--- config.mk ---
export PLATFORM = sky130hd
export DESIGN_NAME = systolic_matmul_engine
export DESIGN_NICKNAME = d
export VERILOG_FILES = /design/src/rtl/systolic_matmul_engine.sv
export SDC_FILE = /design/constraint.sdc
export NUM_CORES = 2
export LEC_CHECK = 0
export CORE_AREA = 8 8 376 378
export CTS_CLUSTER_SIZE = 10
export DETAILED_ROUTE_END_ITERATION = 12
export DIE_AREA = 0 0 384 386
export PLACE_DENSITY = 0.79
export RECOVER_POWER = 25
export SLEW_MARGIN = 20
export SYNTH_ARGS = -nofsm -noshare
export SYNTH_HDL_FRONTEND = slang
export SYNTH_SLANG_ARGS = --single-unit
export TNS_END_PERCENT = 1
--- constraint.sdc ---
create_clock -name CLK -period 12.1 [get_ports CLK]
set_input_delay 2.42 -clock CLK [delete_from_list [all_inputs] [get_ports CLK]]
set_output_delay 2.42 -clock CLK [all_outputs]
set_load 0.05 [all_outputs]
--- src/rtl/systolic_matmul_engine.sv ---
// Purpose : output-stationary ROWS x COLS systolic matmul, C = A(ROWS x K) * B(K x COLS), K set per job.
// Latency : Done rises ROWS+COLS enabled cycles after the edge that accepts the final beat (next cycle if K=0).
// Backpr. : In_Ready high only in LOAD with EN high; bubbles (In_Valid=0) ride the array as invalid slots.
//
// Ports:
//   CLK, ASYNC_RST (async, active low), SYNC_RST (sync, active high), EN (global freeze when low)
//   Start, Signed_Mode, K_Len   - job control, sampled in IDLE/DONE
//   In_Valid/In_Ready, A_Col, B_Row - one unskewed beat: column k of A, row k of B
//   Busy, Done, Result          - status and per-PE accumulators
module systolic_matmul_engine #(
    parameter int WIDTH     = 8,
    parameter int ROWS      = 4,
    parameter int COLS      = 4,
    parameter int MAX_K     = 16,
    parameter int ACC_WIDTH = 2*WIDTH + $clog2(MAX_K),
    localparam int KW       = $clog2(MAX_K + 1)
) (
    input  logic                 CLK,
    input  logic                 ASYNC_RST,
    input  logic                 SYNC_RST,
    input  logic                 EN,
    input  logic                 Start,
    input  logic                 Signed_Mode,
    input  logic [KW-1:0]        K_Len,
    input  logic                 In_Valid,
    output logic                 In_Ready,
    input  logic [WIDTH-1:0]     A_Col  [0:ROWS-1],
    input  logic [WIDTH-1:0]     B_Row  [0:COLS-1],
    output logic                 Busy,
    output logic                 Done,
    output logic [ACC_WIDTH-1:0] Result [0:ROWS-1][0:COLS-1]
);

    localparam int DW         = $clog2(ROWS + COLS);
    localparam int DRAIN_LAST = ROWS + COLS - 1;

    typedef enum logic [1:0] {IDLE, LOAD, DRAIN, DONE} state_t;

    state_t          state;
    logic            done_q;
    logic            sgn_lat;
    logic [KW-1:0]   k_lat;
    logic [KW-1:0]   beat_cnt;
    logic [DW-1:0]   drain_cnt;
    logic [KW-1:0]   k_clamp;
    logic            accept;
    logic            start_acc;

    assign k_clamp   = (K_Len > KW'(MAX_K)) ? KW'(MAX_K) : K_Len;
    assign In_Ready  = EN && (state == LOAD);
    assign accept    = In_Valid && In_Ready;
    // A Start that is actually taken; clears accumulators and in-flight slots on the same edge.
    assign start_acc = EN && !SYNC_RST && Start && ((state == IDLE) || (state == DONE));
    assign Busy      = (state == LOAD) || (state == DRAIN);
    assign Done      = done_q;

    // ---------------------------------------------------------------- control FSM
    always_ff @(posedge CLK or negedge ASYNC_RST) begin
        if (!ASYNC_RST) begin
            state     <= IDLE;
            done_q    <= 1'b0;
            sgn_lat   <= 1'b0;
            k_lat     <= '0;
            beat_cnt  <= '0;
            drain_cnt <= '0;
        end else if (SYNC_RST) begin
            // Clear wins over EN so a frozen engine can still be flushed.
            state     <= IDLE;
            done_q    <= 1'b0;
            sgn_lat   <= 1'b0;
            k_lat     <= '0;
            beat_cnt  <= '0;
            drain_cnt <= '0;
        end else if (EN) begin
            done_q <= 1'b0;
            case (state)
                IDLE, DONE: begin
                    if (Start) begin
                        sgn_lat  <= Signed_Mode;
                        k_lat    <= k_clamp;
                        beat_cnt <= '0;
                        if (k_clamp == '0) begin
                            state  <= DONE;
                            done_q <= 1'b1;
                        end else begin
                            state <= LOAD;
                        end
                    end
                end
                LOAD: begin
                    if (In_Valid) begin
                        if (beat_cnt == k_lat - KW'(1)) begin
                            state     <= DRAIN;
                            drain_cnt <= '0;
                        end else begin
                            beat_cnt <= beat_cnt + KW'(1);
                        end
                    end
                end
                DRAIN: begin
                    // Last PE accumulates ROWS+COLS-2 edges after the final accept;
                    // Done lands two edges later so Result is settled when it rises.
                    if (drain_cnt == DW'(DRAIN_LAST)) begin
                        state  <= DONE;
                        done_q <= 1'b1;
                    end else begin
                        drain_cnt <= drain_cnt + DW'(1);
                    end
                end
                default: state <= IDLE;
            endcase
        end
    end

    // ---------------------------------------------------------------- input skew
    // Row r of A is delayed r edges and column c of B c edges, so the k-th
    // operands meet at PE(r,c) on edge accept+r+c. Stage 0 uses the live inputs.
    logic [WIDTH-1:0] a_sk_dat [0:ROWS-1];
    logic             a_sk_vld [0:ROWS-1];
    logic [WIDTH-1:0] b_sk_dat [0:COLS-1];
    logic             b_sk_vld [0:COLS-1];

    for (genvar r = 0; r < ROWS; r++) begin : g_a_skew
        if (r == 0) begin : g_direct
            assign a_sk_dat[r] = A_Col[r];
            assign a_sk_vld[r] = accept;
        end else begin : g_sr
            logic [WIDTH-1:0] sr_dat [0:r-1];
            logic [r-1:0]     sr_vld;
            always_ff @(posedge CLK or negedge ASYNC_RST) begin
                if (!ASYNC_RST) begin
                    for (int i = 0; i < r; i++) sr_dat[i] <= '0;
                    sr_vld <= '0;
                end else if (SYNC_RST || start_acc) begin
                    sr_vld <= '0;
                end else if (EN) begin
                    sr_dat[0] <= A_Col[r];
                    sr_vld[0] <= accept;
                    for (int i = 1; i < r; i++) begin
                        sr_dat[i] <= sr_dat[i-1];
                        sr_vld[i] <= sr_vld[i-1];
                    end
                end
            end
            assign a_sk_dat[r] = sr_dat[r-1];
            assign a_sk_vld[r] = sr_vld[r-1];
        end
    end

    for (genvar c = 0; c < COLS; c++) begin : g_b_skew
        if (c == 0) begin : g_direct
            assign b_sk_dat[c] = B_Row[c];
            assign b_sk_vld[c] = accept;
        end else begin : g_sr
            logic [WIDTH-1:0] sr_dat [0:c-1];
            logic [c-1:0]     sr_vld;
            always_ff @(posedge CLK or negedge ASYNC_RST) begin
                if (!ASYNC_RST) begin
                    for (int i = 0; i < c; i++) sr_dat[i] <= '0;
                    sr_vld <= '0;
                end else if (SYNC_RST || start_acc) begin
                    sr_vld <= '0;
                end else if (EN) begin
                    sr_dat[0] <= B_Row[c];
                    sr_vld[0] <= accept;
                    for (int i = 1; i < c; i++) begin
                        sr_dat[i] <= sr_dat[i-1];
                        sr_vld[i] <= sr_vld[i-1];
                    end
                end
            end
            assign b_sk_dat[c] = sr_dat[c-1];
            assign b_sk_vld[c] = sr_vld[c-1];
        end
    end

    // ---------------------------------------------------------------- PE array
    logic [WIDTH-1:0] a_out_dat [0:ROWS-1][0:COLS-1];
    logic             a_out_vld [0:ROWS-1][0:COLS-1];
    logic [WIDTH-1:0] b_out_dat [0:ROWS-1][0:COLS-1];
    logic             b_out_vld [0:ROWS-1][0:COLS-1];

    for (genvar r = 0; r < ROWS; r++) begin : g_row
        for (genvar c = 0; c < COLS; c++) begin : g_col
            logic [WIDTH-1:0]     a_in, b_in;
            logic                 a_in_vld, b_in_vld;
            logic [WIDTH-1:0]     a_q, b_q;
            logic                 a_q_vld, b_q_vld;
            logic [ACC_WIDTH-1:0] acc_q;
            logic [2*WIDTH-1:0]   a_x, b_x, prod;
            logic [ACC_WIDTH-1:0] prod_ext;

            if (c == 0) begin : g_a_edge
                assign a_in     = a_sk_dat[r];
                assign a_in_vld = a_sk_vld[r];
            end else begin : g_a_link
                assign a_in     = a_out_dat[r][c-1];
                assign a_in_vld = a_out_vld[r][c-1];
            end
            if (r == 0) begin : g_b_edge
                assign b_in     = b_sk_dat[c];
                assign b_in_vld = b_sk_vld[c];
            end else begin : g_b_link
                assign b_in     = b_out_dat[r-1][c];
                assign b_in_vld = b_out_vld[r-1][c];
            end

            // Extending both operands to 2*WIDTH first makes one multiplier give
            // the exact signed or unsigned product modulo 2^(2*WIDTH).
            assign a_x      = {{WIDTH{sgn_lat & a_in[WIDTH-1]}}, a_in};
            assign b_x      = {{WIDTH{sgn_lat & b_in[WIDTH-1]}}, b_in};
            assign prod     = a_x * b_x;
            assign prod_ext = {{(ACC_WIDTH-2*WIDTH){sgn_lat & prod[2*WIDTH-1]}}, prod};

            always_ff @(posedge CLK or negedge ASYNC_RST) begin
                if (!ASYNC_RST) begin
                    a_q <= '0; a_q_vld <= 1'b0;
                    b_q <= '0; b_q_vld <= 1'b0;
                    acc_q <= '0;
                end else if (SYNC_RST || start_acc) begin
                    a_q_vld <= 1'b0;
                    b_q_vld <= 1'b0;
                    acc_q   <= '0;
                end else if (EN) begin
                    a_q     <= a_in;
                    a_q_vld <= a_in_vld;
                    b_q     <= b_in;
                    b_q_vld <= b_in_vld;
                    if (a_in_vld && b_in_vld) acc_q <= acc_q + prod_ext;
                end
            end

            assign a_out_dat[r][c] = a_q;
            assign a_out_vld[r][c] = a_q_vld;
            assign b_out_dat[r][c] = b_q;
            assign b_out_vld[r][c] = b_q_vld;
            assign Result[r][c]    = acc_q;
        end
    end

endmodule

==> results.toml <==
[setup_path]
r2r_start = "sgn_lat"
start_kind = "input pin"
crit_type = "in -> reg"
crit_start = "B_Row[31]"
slowest_delay_ps = 730
cpMaxStageDelayCell = "clkdlybuf4s50_1"
crit_arrival_ps = 9810
worstPathRequired_ps = 12630
worstPathMaxFanout = 12
crit_path_end_kind = "flip-flop"

[drt]
routed_wl_mm = 203
first_pass_iters = 6
vias = 62600
avgViaCountPerCell = 5.60
wl_per_cell_um = 18.2
postRouteAntennaNets = 0
drt-initial-drc-count = 3718
drc = 0

[timing]
skew_ps = 58.2
rsz0062_at_grt = "no"
period_needed_ps = 9280
finalCritPeriodShare_pct = 76.7
hold_violations = 0
timing.fmax_mhz = 108
slew_viol_final = 103
tightest_slew_ps = 6050
setup-tns-final_ps = 0
slew_headroom_pct = -303
setup_viol = 0

[power_and_ir_drop]
irDropWorstVdd_uv = 174
power.total_mw = 18.0
power_density_mw_per_mm2 = 204
power_leakage_nw = 46.7

[yosys]
async_flop_share_pct = 100
synth_top_area_share_pct = 25.5
syn_avg_cell_area_um2 = 8.74
synth_edf_count = 0
yosysTopAreaCell = "fa_1"
yosysWarnings = 0
synth_fp_nets = 11100
postSynthCellCount = 9212
ys_seq_area_share_pct = 19.6
yosysMostFrequentCell = "nand2_1"
synth_commonest_cells = "1798 x nand2_1, 1454 x inv_1, 1024 x fa_1, 822 x ha_1, 650 x and2_1"
syn_area_mm2 = 0.0805
synthTopCellsByArea = "fa_1 25%, dfrtp_1 20%, ha_1 13%, nand2_1 8.4%, inv_1 6.8%"
ys_seq_elements = 631
synthFlopType = "dfrtp_1"
synth_cell_types = 80

[die]
die_h_um = 386
io_pins = 399
start_util_pct = 59.7
core_mm2 = 0.135
die_area_mm2 = 0.148
rows = 135
die_w_um = 384

[worst_hold_path]
hold_class = "reg -> reg"
hold_start = "g_a_skew[3].g_sr.sr_dat[14]"

[clock_tree]
cts.htree.levels = 3
cts_buffers = 82
cts-root-buf = "clkbuf_16"
clk_pin_slew_ps = 60
cts_tree = "done"
cts_resized = 0
clock_latency_ps = 720
clock-sinks = 631
clk_path_buf_depth = 3
post_cts_buffers = 0
ctsHoldBuffers = 0

[grt]
grt_pass1_vias = 66500
antenna_found_initial = 3
grt_max_degree = 150
grtUsageTotal_pct = 27.8
gr-total-overflow = 0
grt_pass1_wl_mm = 338

[run_status]
status = "finished, violations left"
violations = "max-capacitance violations, max-slew violations"

[placement]
hpwl_mm = 158
gp_congestion = 0.901
portBuffers = 398

[layout]
nNetsFinal = 11300
syn_to_final_growth_pct = 9.54
post_route_cells_drive_above_1_share_pct = 2.50

[flow_run]
drv_cap = 1
## per-stage QoR
stage          instance area [um^2]  cells  setup WS (ps)  utilization, %  hold WS, ps
3_3_place_gp                  85700  11000           2360            63.5          446
3_5_place_dp                  85700  11000           2220            63.5          451
2_1_floorplan                 80500   9212           3480               -          439
5_1_grt                       88200  11200           2370            65.3          483
4_1_cts                       88200  11200           2950            65.4          464
6_report                      88200  11200           2820            65.4          461
## state kept, by name, summed over array words and instances, names as in the netlist, 5 cells and up
signal and count:
g_row.g_col.a_q 96, g_row.g_col.b_in 16, g_row.g_col.b_q 96, g_b_skew.g_sr.sr_dat 32
k_lat 5, g_row.g_col.a_in 16, g_a_skew.g_sr.sr_dat 32, g_row.g_col.acc_q 320
beat_cnt 5
## kinds of logic (layout without fill, tap and decap cells)
kind of cell	after synthesis	in the layout	synth area share, %
compound gates	1196	1196	9.46
xor+xnor	523	523	5.71
other cells	0	4	0
flops	631	631	19.6
fa+ha+maj	1869	1869	38.5
mux	9	9	0.112
buf+inv	1834	2017	8.56
simple gates	3150	3150	18.0
## power by group
part	internal, mW	switching (mW)
registers	2.52	1.31
clock network	1.36	1.03
logic	5.00	6.81
## placed cells by master, fill, tap and decap left out, drive strengths merged, types with 16 or more instances in the layout
cell,instances
dfrtp,631
o21bai,82
nand4,21
o31ai,33
or2,43
clkdlybuf4s50,394
a211o,19
o21ai,396
xnor2,397
nor2b,52
nand2,1798
ha,822
and2,651
nor3,64
fa,1024
a31oi,25
nand2b,72
buf,34
o21a,33
inv,1459
and3,44
xor2,125
a32o,20
maj3,23
a21o,93
nand3,66
o2111ai,25
nor2,249
or3,42
clkbuf,111
a22o,40
a21oi,278
a211oi,34
o211ai,16
## worst max-delay path: cells and delay by family
family | cells | cell delay (ps)
buf+inv | 6 | 990
compound gates | 11 | 1950
fa+ha+maj | 8 | 3290
xor+xnor | 2 | 330
simple gates | 3 | 810
## worst paths after layout
kind                                                     to  slack, ps  depth (start not counted)
worst max-delay path            g_row[0].g_col[0].acc_q[18]       2820                         30
worst min-delay path              g_row[3].g_col[0].a_in[6]        460                          2
worst max register to register  g_row[0].g_col[0].acc_q[18]       3430                         30
worst min register to register    g_row[3].g_col[0].a_in[6]        460                          2
max in group asynchronous                           sgn_lat       3890                          1
min in group asynchronous        g_row[3].g_col[3].acc_q[9]       3950                          1
## final cells by class
type,count,area [um^2]
Clock inverter,21,228
Inverter,1455,5460
Timing Repair Buffer,431,4260
Clock buffer,110,2310
Fill cell,10900,46800
Sequential cell,631,15800
Multi-Input combinational cell,6747,57900
Tap cell,1781,2230
Antenna cell,4,10.0
## per-layer routing
layer	part of all wire [%]	track usage [%]
met1	41	35.0
met2	49	47.8
met3	6.9	5.36
met4	3.6	10.2
met5	0	0
(Power assumes the default switching activity.)
